<file path="src/rtl/tty_uart_bridge.sv">
// tty_uart_bridge: buffers characters written on the core's tty port in a FIFO
// and shifts them out as asynchronous UART frames on a single idle-high pin.
module tty_uart_bridge #(
    parameter int unsigned DATA_W       = 7,
    parameter int unsigned DEPTH        = 16,
    parameter int unsigned CLKS_PER_BIT = 434,
    parameter int unsigned PARITY       = 0,
    parameter int unsigned STOP_BITS    = 1
) (
    input  logic                   clk_i,
    input  logic                   rst_i,
    input  logic [DATA_W-1:0]      tty_i,
    input  logic                   tty_we_i,
    input  logic                   ovf_clr_i,
    output logic                   tx_o,
    output logic                   busy_o,
    output logic [$clog2(DEPTH):0] level_o,
    output logic                   overflow_o
);
    localparam int unsigned PTR_W = $clog2(DEPTH);
    localparam int unsigned LVL_W = PTR_W + 1;
    localparam int unsigned CNT_W = $clog2(CLKS_PER_BIT);
    localparam int unsigned BIT_W = $clog2(DATA_W + 1);

    typedef enum logic [2:0] {
        S_IDLE,
        S_START,
        S_DATA,
        S_PARITY,
        S_STOP
    } state_e;

    state_e              state_q, state_d;
    logic [DATA_W-1:0]   mem_q [DEPTH];
    logic [PTR_W-1:0]    wptr_q, wptr_d;
    logic [PTR_W-1:0]    rptr_q, rptr_d;
    logic [LVL_W-1:0]    level_q, level_d;
    logic                ovf_q, ovf_d;
    logic [CNT_W-1:0]    baud_q, baud_d;
    logic [BIT_W-1:0]    bitc_q, bitc_d;
    logic [DATA_W-1:0]   shift_q, shift_d;
    logic                par_q, par_d;
    logic                tx_q, tx_d;
    logic                busy_q, busy_d;
    logic                push;
    logic                pop;
    logic                full;
    logic                bit_end;

    // Next-state, FIFO bookkeeping and line level for the following cycle
    always_comb begin
        state_d = state_q;
        wptr_d  = wptr_q;
        rptr_d  = rptr_q;
        level_d = level_q;
        ovf_d   = ovf_q;
        bitc_d  = bitc_q;
        shift_d = shift_q;
        par_d   = par_q;
        tx_d    = tx_q;
        pop     = 1'b0;
        push    = 1'b0;
        full    = (level_q == LVL_W'(DEPTH));
        bit_end = (baud_q == CNT_W'(CLKS_PER_BIT - 1));
        baud_d  = bit_end ? '0 : baud_q + CNT_W'(1);

        case (state_q)
            S_IDLE: begin
                baud_d = '0;
                bitc_d = '0;
                tx_d   = 1'b1;
                if (level_q != '0) begin
                    pop     = 1'b1;
                    shift_d = mem_q[rptr_q];
                    par_d   = (^mem_q[rptr_q]) ^ (PARITY == 2);
                    state_d = S_START;
                    tx_d    = 1'b0;
                end
            end
            S_START: begin
                if (bit_end) begin
                    state_d = S_DATA;
                    tx_d    = shift_q[0];
                end
            end
            S_DATA: begin
                if (bit_end) begin
                    if (bitc_q == BIT_W'(DATA_W - 1)) begin
                        bitc_d = '0;
                        if (PARITY != 0) begin
                            state_d = S_PARITY;
                            tx_d    = par_q;
                        end else begin
                            state_d = S_STOP;
                            tx_d    = 1'b1;
                        end
                    end else begin
                        bitc_d  = bitc_q + BIT_W'(1);
                        shift_d = shift_q >> 1;
                        tx_d    = shift_d[0];
                    end
                end
            end
            S_PARITY: begin
                if (bit_end) begin
                    state_d = S_STOP;
                    bitc_d  = '0;
                    tx_d    = 1'b1;
                end
            end
            S_STOP: begin
                tx_d = 1'b1;
                if (bit_end) begin
                    if (bitc_q == BIT_W'(STOP_BITS - 1)) begin
                        state_d = S_IDLE;
                        bitc_d  = '0;
                    end else begin
                        bitc_d = bitc_q + BIT_W'(1);
                    end
                end
            end
            default: begin
                state_d = S_IDLE;
                tx_d    = 1'b1;
            end
        endcase

        // A full FIFO still accepts a write when the head leaves in the same cycle
        push = tty_we_i && (!full || pop);
        if (push) begin
            wptr_d = wptr_q + PTR_W'(1);
        end
        if (pop) begin
            rptr_d = rptr_q + PTR_W'(1);
        end
        level_d = level_q + LVL_W'(push) - LVL_W'(pop);

        if (tty_we_i && full && !pop) begin
            ovf_d = 1'b1;
        end else if (ovf_clr_i) begin
            ovf_d = 1'b0;
        end

        busy_d = (state_q != S_IDLE) || (level_q != '0);
    end

    // State and control registers
    always_ff @(posedge clk_i or posedge rst_i) begin
        if (rst_i) begin
            state_q <= S_IDLE;
            wptr_q  <= '0;
            rptr_q  <= '0;
            level_q <= '0;
            ovf_q   <= 1'b0;
            baud_q  <= '0;
            bitc_q  <= '0;
            shift_q <= '0;
            par_q   <= 1'b0;
            tx_q    <= 1'b1;
            busy_q  <= 1'b0;
        end else begin
            state_q <= state_d;
            wptr_q  <= wptr_d;
            rptr_q  <= rptr_d;
            level_q <= level_d;
            ovf_q   <= ovf_d;
            baud_q  <= baud_d;
            bitc_q  <= bitc_d;
            shift_q <= shift_d;
            par_q   <= par_d;
            tx_q    <= tx_d;
            busy_q  <= busy_d;
        end
    end

    // Character storage needs no reset: only entries below level are ever read
    always_ff @(posedge clk_i) begin
        if (push) begin
            mem_q[wptr_q] <= tty_i;
        end
    end

    assign tx_o       = tx_q;
    assign busy_o     = busy_q;
    assign level_o    = level_q;
    assign overflow_o = ovf_q;

endmodule

</file>
<file path="config.mk">
export PLATFORM = sky130hd
export DESIGN_NAME = tty_uart_bridge
export DESIGN_NICKNAME = d
export VERILOG_FILES = /design/src/rtl/tty_uart_bridge.sv
export SDC_FILE = /design/constraint.sdc
export NUM_CORES = 1
export LEC_CHECK = 0
export CAP_MARGIN = 20
export CORE_ASPECT_RATIO = 0.7
export CORE_MARGIN = 10
export CORE_UTILIZATION = 62
export CTS_CLUSTER_DIAMETER = 30
export DETAILED_ROUTE_END_ITERATION = 10
export GPL_TIMING_DRIVEN = 0
export PLACE_DENSITY = 0.8
export SYNTH_ARGS = -nofsm -noshare
export SYNTH_HDL_FRONTEND = slang
export SYNTH_SLANG_ARGS = --single-unit
</file>
<file path="constraint.sdc">
create_clock -name clk_i -period 4.8 [get_ports clk_i]
set_input_delay 0.48 -clock clk_i [delete_from_list [all_inputs] [get_ports clk_i]]
set_output_delay 0.48 -clock clk_i [all_outputs]
set_load 0.05 [all_outputs]
</file>
# Yosys cells after proc, flatten, opt, wreduce, memory -nomap -nowiden

Memories as Yosys holds them, arrays and structs flattened.
Index checks and enable logic that the tools add are counted.

Memories kept: 1
Output and inout bits: 8
Logic and storage cells: 82
Register bits: 38
Bits in writable memories: 112

Muxes and demuxes: 32
Add/sub/neg operators: 6
Equal/unequal tests: 15
Reduce and logical (&&, ||, !) cells: 18

Memories:

| memory | depth | bits a word | rd ports | clocked after memory_dff | wr ports | RTL line | RTL |
|---|---|---|---|---|---|---|---|
| mem_q  | 16    | 7           | 1        | 0                        | 1        | 34       | `logic [DATA_W-1:0] mem_q [DEPTH];` |

Operator list:

| operator                                       | count |
|---|---|
| 2-to-1 mux 3 bit                               | 12 |
| 2-to-1 mux 7 bit                               | 3 |
| 2-to-1 mux 9 bit                               | 2 |
| inequality test 2 bit (second input constant)  | 8 |
| case mux 3 bit (5 select lines)                | 1 |
| case mux 7 bit (2 select lines)                | 1 |
| case mux 3 bit (4 select lines)                | 1 |
| 2-to-1 mux 1 bit                               | 11 |
| adder 9 x 1 -> 9 bit (second input constant)   | 1 |
| == test 9 bit (second input constant)          | 1 |
| adder 4 x 1 -> 4 bit (second input constant)   | 2 |
| AND reduction 4 bit                            | 2 |
| AND reduction 7 bit                            | 1 |
| == test 3 x 2 -> 1 bit (second input constant) | 2 |
| == test 3 bit (second input constant)          | 2 |
| logical NOT 3 bit                              | 2 |
| adder 5 x 1 -> 5 bit                           | 1 |
| == test 5 bit (second input constant)          | 1 |
| nonzero test 5 bit                             | 1 |
| subtractor 5 x 1 -> 5 bit                      | 1 |
| case mux 1 bit (4 select lines)                | 1 |
| nonzero test 2 bit                             | 2 |
| nonzero test 4 bit                             | 1 |
| adder 3 x 1 -> 3 bit (second input constant)   | 1 |
| other kinds (6)                                | 10 |

# Logic depth before layout (Yosys ltp)

Depth in word-level cells: 7
Mapped depth: 16
Gate-level depth less buffers: 15

# Least setup slack after synthesis

Ideal clock, no wire load.

Path type: register to register
Start point: register level_q[2], in the netlist level_o[2]
End point: register level_q[4], in the netlist level_o[4]
Path buffers: 1
Slack: 2035 ps
Arrival: 2640 ps
Clock period less this slack: 2765 ps
Required time: 4674 ps
Stages on the path, launching flop included: 17
Cell sequence: dfrtp_1 inv_1 ha_1 nand4b_1 and2_1 buf_4 inv_1 ha_1 inv_1 ha_1 inv_1 fa_1 inv_1 a21oi_1 nor2_1 nor2_1 xnor2_1

Cells in the longest elaborated chain, start to end: 7

RTL lines:

| item                          | RTL line | RTL |
|---|---|---|
| start, declared               | 37       | `logic [LVL_W-1:0] level_q, level_d;` |
| start signal, assigned        | 165      | `level_q <= level_d;` |
| nonzero test 5 bit            | 72       | `if (level_q != '0) begin` |
| 2-to-1 mux 1 bit              | 72       |  |
| 2-to-1 mux 1 bit              | 67       | `case (state_q)` |
| logical OR 1 bit              | 129      | `push = tty_we_i && (!full \|\| pop);` |
| logical AND 1 bit             | 129      |  |
| adder 5 x 1 -> 5 bit          | 136      | `level_d = level_q + LVL_W'(push) - LVL_W'(pop);` |
| subtractor 5 x 1 -> 5 bit (*) | 136      |  |
| via level_d[4]                | 37       |  |

The timed path passes the listed nets; every way through them passes the cells marked *.
A chain may end at the register's enable or synchronous reset.

# Worst setup path after layout

Start point: register state_q[0]
End point: register level_q[4], in the netlist level_o[4]

Cells in the longest elaborated chain, start to end: 6

RTL lines:

| item                          | RTL line | RTL |
|---|---|---|
| start, declared               | 33       | `state_e state_q, state_d;` |
| start signal, assigned        | 162      | `state_q <= state_d;` |
| logical NOT 3 bit (*)         | 67       |  |
| 2-to-1 mux 1 bit (*)          | 67       |  |
| logical OR 1 bit              | 129      |  |
| logical AND 1 bit             | 129      |  |
| adder 5 x 1 -> 5 bit          | 136      |  |
| subtractor 5 x 1 -> 5 bit (*) | 136      |  |
| via level_d[4]                | 37       |  |

Marks and branches as above.

==> impl_results.md <==
* Most frequent cells in the layout: edfxtp_1, dfrtp_1, mux4_2, nor2_1, inv_1
* Setup bufs post-CTS at 0
* Final Cycle Share at 0.648
* Vert. Die Dim at roughly 100 um
* Slew Viols, Final at 0
* Syn-to-layout area delta at 15.5%
* Clock Power Share at 0.398
* Setup slack, reg-to-reg at 1.69 ns
* Pwr dens at between 400 and 500 nW/um^2
* FMAX at ~320 MHz
* Share of cells above drive strength 1 at 0.178
* Row count at 30
* Total GRT Usage at 0.193
* I/O pin cnt at 19
* R2R depth at 16
* H-Tree Level Count at 4
* Seq/Total Area, Yosys at 0.689
* Num CTS Buffers at 17
* Initial Util at 0.642
* Fillers at between 500 and 600
* Vias in the first global route at 3707
* Largest net degree at the start of global routing at 39
* Register area at 4320 um^2
* Worst hold path class: register to register
* Antenna Nets Post-Route at 0
* Setup CP Type: register to register
* Max Clock Skew at about 0.011 ns
* DRT Wirelength at approximately 13 mm
* Net count, final at about 450
* Port Buffers at 18
* Post-Syn Nets at approximately 420
* Sw Ratio at 0.265
* CTS Hold Bufs at 0
* Resize count post-CTS at 0
* Post-synth top area share at 0.537
* Clock sinks at 150
* Initial antenna violation count at 0
* Maximum root-to-sink buffer count at 2
* Multi-input gate area at ~1800 um^2
* Synth unique cells at 42
* Syn Area/Cell at 16.1 um^2
* Placer Congestion at about 0.83
* Number of remaining DRC errors at 0
* Area leader, netlist: edfxtp_1
* DP HPWL at between 8 and 9 mm
* Setup TNS at 0 ns
* Outcome: finished clean
* Max-cap violations at 0
* CTS tree: done
* Least-Margin Pin Slew at 0.818 ns
* Main area contributors after synthesis: edfxtp_1, dfrtp_1, mux4_2
* Vias at about 3.6k
* Width of the die at between 100 and 150 um
* Worst r2r src: state_q[0]
* Setup crit start kind: register
* WHS Path Cells at 1
* Min cycle time layout at 3.11 ns
* Share of power burned in registers at 0.452
* Synthesized area at roughly 6300 um^2
* Ant diodes at 0
* RSZ-0062 raised after global routing: no
* Gate power share at 0.150
* Slew HR at 0.454
* Critical R2R Capture: level_o[4]
* Final setup vio count at 0
* First-pass GRT wire length at about 21 mm
* Arrival time worst endpoint at 3.42 ns
* Drt first pass iters at 5
* Insertion delay to the later sink of the worst-skew pair at between 0.4 and 0.5 ns
* CTS root buf: clkbuf_16
* Critical path endpoint category: register
* Critical path peak fanout at 10
* Final hold violation count at 0
* Core area at 9760 um^2
* Die Area at roughly 15000 um^2
* Overflow after GRT at 0
* Post-Syn Instances at between 300 and 400
* Min-delay src: baud_q[0]
* Worst Hold Path EP: baud_q[0]
* Finished Core Util at 0.741
* Drt wl/cell at between 20 and 25 um
* P_int at about 2.6 mW
* Worst vdd ir at just under 300 uV
* Initial DRC count at ~420
* Vias/cell at between 6 and 7
* Register bit total from synthesis at 150
* Worst path required time at 5.11 ns
* Clock-pin slew on the worst setup and hold paths at 0.06 ns
* Commonest non-fill, non-tap cell in the layout: edfxtp_1
* Sw power at about 0.94 mW
* Pleak at 2.62 nW
* Synth warn at 0
## metrics by stage
step	power (mW)	instances	area, um^2	hold WS [ns]	worst slack [ns]
global placement	2.11	535	6600	0.473	1.89
finish	3.55	567	7230	0.489	1.69
detailed placement	2.15	535	6600	0.484	1.76
floorplan	1.97	389	6260	0.453	2.03
CTS	3.56	567	7230	0.492	1.71
global route	3.68	567	7230	0.522	1.48
## per-layer routing
metal | up-vias | GRT usage | wire length [um]
li1 | 1560 | - | -
met1 | 1834 | 0.250 | 5410
met2 | 199 | 0.289 | 6390
met3 | 24 | 0.0657 | 1320
met4 | 0 | 0.0831 | 262
met5 | - | 0 | 0
## worst max-delay path by stage
stage,end,from,depth (start not counted),slack [ns]
after global routing,level_o[4],state_q[0],16,1.48
after global placement,level_o[4],state_q[0],16,1.89
final,level_o[4],state_q[0],16,1.69
after floorplan,level_o[4],level_o[2],16,2.03
after CTS,level_o[4],state_q[0],16,1.71
after detailed placement,level_o[4],state_q[0],16,1.76
## synth_stat cells, drive strengths merged
cell / instances
or3: 1
fa: 1
a31o: 1
a21o: 1
mux4: 29
a22oi: 1
dfrtp: 37
or2: 2
o41ai: 1
nand4b: 1
a32oi: 1
nand2b: 6
xnor2: 11
nand4: 3
o21ai: 11
inv: 21
nor4: 1
nand2: 15
and3: 9
dfstp: 1
o22ai: 13
and2: 5
nor2: 24
mux2: 1
a21oi: 18
xor2: 5
o21bai: 1
and4: 4
nor4b: 1
nor2b: 3
clkbuf: 4
o2111a: 1
edfxtp: 112
ha: 16
o2111ai: 1
nor3: 10
buf: 12
nand3: 4
## registers in the layout (all words and copies together) (netlist names), 3 cells and up
| signal | flops |
|---|---|
| baud_q | 9 |
| bitc_q | 3 |
| level_o | 5 |
| mem_q | 112 |
| rptr_q | 4 |
| shift_q | 7 |
| state_q | 3 |
| wptr_q | 4 |
## power by group through the flow
stage | Combinational [mW] | Clock [mW] | Sequential, mW
CTS | 0.534 | 1.42 | 1.60
floorplan | 0.281 | 0 | 1.69
finish | 0.534 | 1.41 | 1.60
global placement | 0.498 | 0 | 1.62
detailed placement | 0.528 | 0 | 1.62
global route | 0.584 | 1.48 | 1.62
## kinds of logic after synthesis
family	Yosys count	synth area share
multiplexers	30	0.106
AND/OR/NAND/NOR	89	0.0747
XOR/XNOR	16	0.0224
buffers and inverters	37	0.0256
AO/OA/AOI/OAI	50	0.0471
flip-flops	150	0.689
adder cells (fa/ha/maj)	17	0.0352
## cell type report
class,instances,area share
Multi-Input combinational cell,202,0.247
Tap cell,128,0.0221
Inverter,21,0.0109
Timing Repair Buffer,18,0.0249
Sequential cell,150,0.597
Clock buffer,18,0.0593
Clock inverter,14,0.0275
Buffer,16,0.0112
## worst max-delay path, cell delays in order (launching register included)
cell      delay, ns
dfrtp_1        0.35
buf_2          0.17
nor3_2         0.34
nand4b_1       0.23
and2_1         0.15
buf_4          0.17
inv_1          0.11
ha_1           0.31
inv_1          0.06
ha_1           0.16
inv_1          0.06
fa_1           0.39
inv_1          0.09
a21oi_1        0.08
nor2_1         0.11
nor2_1         0.07
xnor2_1        0.12
Note: power is estimated with default switching activity, not from simulation.
